## config.mk

```make
export PLATFORM = sky130hd
export DESIGN_NAME = sirv_gnrl_skid_buf
export DESIGN_NICKNAME = d
export VERILOG_FILES = /design/src/rtl/sirv_gnrl_skid_buf.sv
export SDC_FILE = /design/constraint.sdc
export NUM_CORES = 1
export LEC_CHECK = 0
export CAP_MARGIN = 20
export CORE_MARGIN = 2
export CORE_UTILIZATION = 53
export CTS_BUF_LIST = sky130_fd_sc_hd__clkbuf_2
export DETAILED_ROUTE_END_ITERATION = 7
export PLACE_DENSITY_LB_ADDON = 0.05
export RECOVER_POWER = 50
export SLEW_MARGIN = 15
export SYNTH_ARGS = -nofsm -noshare
export SYNTH_HDL_FRONTEND = slang
export SYNTH_SLANG_ARGS = --single-unit
```

## constraint.sdc

```tcl
create_clock -name clk -period 10.23 [get_ports clk]
set_input_delay 1.5345 -clock clk [delete_from_list [all_inputs] [get_ports clk]]
set_output_delay 1.5345 -clock clk [all_outputs]
set_load 0.02 [all_outputs]
```

## src/rtl/sirv_gnrl_skid_buf.sv

```systemverilog
// Two-entry valid/ready skid buffer: registers both the forward path
// (o_vld/o_dat) and the backward path (i_rdy) between producer and consumer.
// With CHECK_X=1 the valid-qualified output is checked for X in simulation.
module sirv_gnrl_skid_buf #(
    parameter int unsigned DW      = 32,
    parameter bit          CHECK_X = 1'b1
) (
    input  logic          clk,
    input  logic          rst,
    input  logic          i_vld,
    output logic          i_rdy,
    input  logic [DW-1:0] i_dat,
    output logic          o_vld,
    input  logic          o_rdy,
    output logic [DW-1:0] o_dat,
    output logic [1:0]    o_cnt
);

    // Occupancy-encoded states: the encoding is the entry count
    typedef enum logic [1:0] {
        EMPTY = 2'd0,
        ONE   = 2'd1,
        TWO   = 2'd2
    } state_e;

    state_e        state_q;
    logic [DW-1:0] main_q;
    logic [DW-1:0] main_d;
    logic [DW-1:0] skid_q;
    logic [DW-1:0] skid_d;
    logic          in_hs;
    logic          out_hs;

    // i_rdy depends only on the state register and rst, never on o_rdy
    assign i_rdy  = (state_q != TWO) & ~rst;
    assign o_vld  = (state_q != EMPTY);
    assign o_dat  = main_q;
    assign o_cnt  = 2'(state_q);

    assign in_hs  = i_vld & i_rdy;
    assign out_hs = o_vld & o_rdy;

    // Control state: occupancy tracking, synchronously reset
    always_ff @(posedge clk) begin
        if (rst) begin
            state_q <= EMPTY;
        end else begin
            case (state_q)
                EMPTY: begin
                    if (in_hs) state_q <= ONE;
                end
                ONE: begin
                    if (in_hs && !out_hs)      state_q <= TWO;
                    else if (!in_hs && out_hs) state_q <= EMPTY;
                end
                TWO: begin
                    if (out_hs) state_q <= ONE;
                end
                default: state_q <= EMPTY;
            endcase
        end
    end

    // Data next-state: i_dat is only captured on an input handshake, so X on
    // an idle bus never lands in storage; skid always holds the younger beat
    always_comb begin
        main_d = main_q;
        skid_d = skid_q;
        case (state_q)
            EMPTY: begin
                if (in_hs) main_d = i_dat;
            end
            ONE: begin
                if (in_hs && out_hs)      main_d = i_dat;
                else if (in_hs && !out_hs) skid_d = i_dat;
            end
            TWO: begin
                if (out_hs) main_d = skid_q;
            end
            default: ;
        endcase
    end

    // Data registers are intentionally not reset
    always_ff @(posedge clk) begin
        main_q <= main_d;
        skid_q <= skid_d;
    end

`ifndef FPGA_SOURCE
`ifndef DISABLE_SV_ASSERTION
    generate
        if (CHECK_X) begin : g_xchk
            logic [DW:0] xchk_in;

            // Data is masked while invalid so stale/unreset contents are legal
            assign xchk_in = {o_vld, (o_vld ? o_dat : {DW{1'b0}})};

            // Mid-cycle X check so a bad beat is flagged in the cycle it appears
            always @(negedge clk) begin
                if (!rst) begin
                    assert (!$isunknown(xchk_in))
                    else $fatal(1, "sirv_gnrl_skid_buf: X on valid-qualified output");
                end
            end
        end
    endgenerate
`endif
`endif

endmodule

```

==> reports/results.txt, run 1 <==
Seq/Total Area, Yosys: 74.2%
Die height: 74.6 microns
Synth-to-Final Area Change: 27.5%
Initial Util: 55.6%
Synth Area in Adders: 0.946%
Area leader, netlist: edfxtp_1
Worst setup startpoint: rst
Synth warnings: 0
DP Area: 3400 sq um
Post-Synth XOR/XNOR Area: 0%
DR pass1 iterations: 4
Element type at the critical path start: input port
Gpl congestion: 0.688
Hold Path Class: reg2reg
Max Cap Violations: 1
CTS tree: done
Setup WS post-layout: 5.73 ns
Number of global-route vias before repair: 1413
Vias: 1371
Worst-margin pin slew: 1.78 ns
Reg2Reg Setup Slack: 7.17 ns
Initial DRC Count: 129
Area of the die: 5570 sq um
Clock sink count: 66
Clk pwr share: 24.9%
Unrepaired setup endpoints after global routing: no
Synth area leaders: edfxtp_1 73%, mux2_4 16%, buf_12 2.3%
Setup bufs post-CTS: 0
Mux cell area share after synthesis: 17.6%
Placed Instances: 259
Post-synth ARST share: 0%
Antenna diodes: 0
Chip width: 74.6 microns
PwrDens: 144 nW/um^2
# DRC: 0
GRT Total Usage: 17.7%
Hold Crit Depth: 1
Synth Flop Type: edfxtp_1
Failing checks: capacitance limit, slew limit
Post-synth EDFFs: 64
CP Class: in2out
Via density: 4.99
CTS Hold Bufs: 0
Gate power share: 10.6%
Layout cells sized above 1: 11.5%
Max-slew violations: 33
Gr ovfl total: 0
PostCTS Resize Cnt: 0
Initial antenna violation count: 0
Result of the run: finished, violations left
Cell variety after synth: 23
Clk buf depth: 2
Cells after Synth: 123
FF-to-FF path depth: 6
Syn Area/Cell: 21.5 sq um
Final Skew: 0.0159 ns
Largest family of logic cells by synthesized area: multiplexers
R2r startpoint: o_cnt[0]
Critical R2R Capture: skid_q[3]
Yosys reg bits: 66
Reg power frac: 64.4%
Share of the synthesized area in the top cell type: 72.7%
Pre-CTS setup slack: 5.88 ns
Core area: 4750 sq um
Final setup viols: 0
Worst-path fanout max: 4
Most instantiated cells after synthesis: 64 x edfxtp_1, 28 x mux2_4, 4 x mux2_2
Post-Synthesis Net Count: 161
First-pass GRT wire length: 6920 microns
Psw: 0.119 mW
Hold WS: 0.560 ns
CP Capture Type: primary output
Required time worst endpoint: 8.70 ns
Clock root buffer: clkbuf_2
Setup TNS: 0 ns
Synth Area in Simple Gates: 2.93%
Fmax: 222 MHz
Most numerous cell in the Yosys netlist: edfxtp_1
Rel. slew slack: -18.7%
Worst skew pair latency: 0.46 ns
Max H-tree Level: 3
Routed len/inst: 16.4 microns
Layout fillers: 347
Switching share of power: 24.5%
Syn Std Cell Area: 2650 sq um
Compound-Gate Fraction of Synth Area: 1.23%
CTS Buf Count: 9
Final hold vios: 0
Final Routed Wirelength: 4520 microns
Count of nets after finishing: 241
Leakage: 1.15 nW
Non-filler instance count after layout: 275
I/O pin count: 72
Final worst-path cycle share: 44.0%
Antenna-violating nets left: 0
IO Port Bufs: 71
CP Capture Point: i_rdy
Rows: 25
DPL Wire Length: 3020 microns
Worst EP arrival: 2.96 ns
Final min period: 4.50 ns
Power Internal: 0.367 mW
VDD IR max: 0.106 mV
Final Cell Area: 3370 sq um
Reg clk slew, reported paths: 0.16 ns
Largest net degree at the start of global routing: 34
## cell usage in the layout (no fill, tap or decap), drive strengths merged, types with 3 or more instances in the layout
master,count
clkdlybuf4s50,38
edfxtp,64
clkbuf,11
dlygate4sd3,33
mux2,32
clkinv,4
inv,3
## sequential cells by signal, indices dropped and copies added (netlist names)
| name | cells |
|---|---|
| o_dat | 32 |
| skid_q | 32 |
| o_cnt | 2 |
## metal layers
layer | up-vias | wire length (microns) | track usage (%)
met5 | - | 0 | 0
met4 | 0 | 142 | 10.7
met2 | 58 | 2280 | 27.9
met3 | 14 | 295 | 6.16
li1 | 643 | - | -
met1 | 656 | 1810 | 21.1
## kinds of logic after synthesis
group                    Yosys count
AND/OR/NAND/NOR                   11
buffers and inverters              7
adder cells (fa/ha/maj)            2
multiplexers                      32
AO/OA/AOI/OAI                      5
flip-flops                        66
## critical path, stage by stage
cell	delay [ns]
dlygate4sd3_1	0.61
nor2_1	0.18
clkdlybuf4s50_1	0.63
## stage by stage
stage	total power [mW]	util [%]
after floorplan	0.346	-
after global placement	0.376	71.5
after detailed placement	0.379	71.5
after CTS	0.498	73.3
after global routing	0.506	70.9
final	0.486	70.9
## cell type report
cell class	instances	area, sq um	area share, %
inverters	3	11.3	0.334
multi-input cells	50	509	15.1
repair buffers	73	722	21.4
flip-flops and latches	66	1960	58.2
clock buffers	10	50.0	1.48
clock inverters	6	33.8	1.00
well taps	67	83.8	2.49
## worst min path at each step
stage,from,slack (ns),to
2_1_floorplan,skid_q[23],0.52,o_dat[23]
3_3_place_gp,skid_q[14],0.53,o_dat[14]
3_5_place_dp,skid_q[0],0.53,o_dat[0]
4_1_cts,skid_q[15],0.57,o_dat[15]
5_1_grt,skid_q[28],0.58,o_dat[28]
6_report,skid_q[3],0.56,o_dat[3]
## power groups by stage
stage / combinational [mW] / sequential, mW / clock, mW
final: 0.0516 / 0.313 / 0.121
after global routing: 0.0551 / 0.314 / 0.137
after CTS: 0.0603 / 0.313 / 0.125
after detailed placement: 0.0602 / 0.319 / 0
after global placement: 0.0581 / 0.318 / 0
after floorplan: 0.0187 / 0.327 / 0
Note: power is estimated with default switching activity, not from simulation.
==> run 2: changes to the inputs <==
Settings changed: CORE_UTILIZATION 53 to 50.
Clock period 10.23 ns to 4.2 ns, I/O delays scaled along.
==> reports/results.txt, run 2 (synthesis results as in run 1) <==
Result of the run: finished, violations left
Failing checks: capacitance limit, slew limit
Clk pwr share: 28.2% (+3.3 points)
Chip width: 76.7 microns (+2.8%)
Worst EP arrival: 3.13 ns (+0.17 ns)
Max-slew violations: 33 (unchanged)
Reg power frac: 61.5% (-2.9 points)
Initial DRC Count: 60 (-53%)
Non-filler instance count after layout: 278 (+1.1%)
Commonest non-fill, non-tap cell in the layout: edfxtp_1
Unrepaired setup endpoints after global routing: no
PostCTS Resize Cnt: 0 (unchanged)
Final setup viols: 0 (unchanged)
Clock sink count: 66 (unchanged)
Element type at the critical path start: input port
Crit-path cells: clkdlybuf4s50_1 -> nor2_2 -> and2_0 -> ha_1 -> and3b_1 -> clkbuf_1
Max H-tree Level: 3 (unchanged)
Die height: 76.7 microns (+2.8%)
Area of the die: 5890 sq um (+5.7%)
Switching share of power: 23.3% (-1.2 points)
Leakage: 1.17 nW (+1.2%)
VDD IR max: 0.338 mV (+220%)
GRT Total Usage: 16.2% (-1.4 points)
Buf/Inv on CP: 2 (unchanged)
Worst-path fanout max: 32 (+28)
Worst path max stage delay: 1.33 ns (+0.70 ns)
Setup TNS: 0 ns (unchanged)
Reg clk slew, reported paths: 0.16 ns (about the same)
Layout cells sized above 1: 11.5% (unchanged)
Synth-to-Final Area Change: 28.4%
CP Capture Type: flop
Gate power share: 10.2% (-0.4 points)
Psw: 0.289 mW (+140%)
Layout fillers: 393 (+13%)
Number of global-route vias before repair: 1427 (+0.99%)
CTS tree: done
Hold Path Class: reg2reg
Critical Path Slowest Stage Cell: clkbuf_1
Reg2Reg Setup Slack: 1.16 ns (-6.01 ns)
Initial antenna violation count: 0 (unchanged)
Final worst-path cycle share: 72.7%
Worst skew pair latency: 0.48 ns (+0.02 ns)
Setup bufs post-CTS: 0 (unchanged)
Via density: 4.93 (-1.2%)
Area of the multi-input gates: 508 sq um (-0.25%)
Vias: 1370 (-0.073%)
DR pass1 iterations: 4 (unchanged)
PwrDens: 364 nW/um^2 (+150%)
Overall power: 1.24 mW (+150%)
Final hold vios: 0 (unchanged)
Crit path max-delay family: buffers and inverters
I/O pin count: 72 (unchanged)
Largest net degree at the start of global routing: 34 (unchanged)
Gpl congestion: 0.700 (+1.8%)
Worst-margin pin slew: 1.85 ns (+0.0676 ns)
Clk buf depth: 2 (unchanged)
Initial Util: 51.8% (-3.8 points)
Core Util, Final: 66.5% (-4.4 points)
IO Port Bufs: 71 (unchanged)
# DRC: 0 (unchanged)
Final Routed Wirelength: 4480 microns (-0.93%)
Required time worst endpoint: 4.28 ns (-4.42 ns)
First-pass GRT wire length: 7000 microns (+1.1%)
Routed len/inst: 16.1 microns (-2.0%)
CTS Hold Bufs: 0 (unchanged)
Max Cap Violations: 1 (unchanged)
FF+latch area: 1960 sq um (unchanged)
Antenna diodes: 0 (unchanged)
Placed Instances: 262 (+1.2%)
Core area: 5110 sq um (+7.4%)
Fmax: 327 MHz
Clock root buffer: clkbuf_2
Count of nets after finishing: 241 (unchanged)
Antenna-violating nets left: 0 (unchanged)
Power Internal: 0.949 mW (+160%)
Rows: 26 (+4.0%)
CTS Buf Count: 9 (unchanged)
Final min period: 3.05 ns
Gr ovfl total: 0 (unchanged)
Rel. slew slack: -23.2% (-4.5 points)
CP Class: in2reg
Final Skew: 0.0204 ns (+0.00445 ns)
Most frequent cells in the layout: 64 x edfxtp_1, 39 x clkdlybuf4s50_1, 32 x dlygate4sd3_1
DPL Wire Length: 2890 microns (-4.2%)
-- run 2: area by class of cell --
class / count / share of cell area, %
Sequential cell: 66 / 57.8
Timing Repair Buffer: 73 / 21.3
Multi-Input combinational cell: 50 / 15.0
Tap cell: 70 / 2.58
Clock inverter: 7 / 1.77
Clock buffer: 9 / 1.33
Inverter: 3 / 0.332
-- run 2: path summary, 6_finish.rpt --
check                                 from  depth (start not counted)         end
worst max-delay path                   rst                          6  skid_q[20]
worst min-delay path            skid_q[30]                          1   o_dat[30]
worst max register to register    o_cnt[0]                          6  skid_q[20]
worst min register to register  skid_q[30]                          1   o_dat[30]
-- run 2: power by group through the flow --
stage / logic, mW / clock network, mW / registers [mW]
floorplan: 0.0456 / 0 / 0.797
global placement: 0.142 / 0 / 0.776
detailed placement: 0.146 / 0 / 0.777
CTS: 0.147 / 0.364 / 0.762
global route: 0.136 / 0.393 / 0.764
finish: 0.126 / 0.350 / 0.762
-- run 2: layer usage --
layer | wire length [microns] | vias to the layer above | part of all wire [%] | GRT usage (%)
li1 | - | 639 | - | -
met1 | 1920 | 670 | 43 | 20.0
met2 | 2180 | 53 | 49 | 24.6
met3 | 304 | 8 | 6.8 | 6.24
met4 | 80 | 0 | 1.8 | 9.27
met5 | 0 | - | 0 | 0
-- run 2: stage by stage --
step,cell area [sq um],worst slack [ns],hold WS [ns]
6_report,3400,1.15,0.557
3_5_place_dp,3400,1.58,0.535
3_3_place_gp,3400,1.66,0.533
4_1_cts,3510,1.69,0.574
5_1_grt,3400,0.956,0.575
2_1_floorplan,2650,0.613,0.523
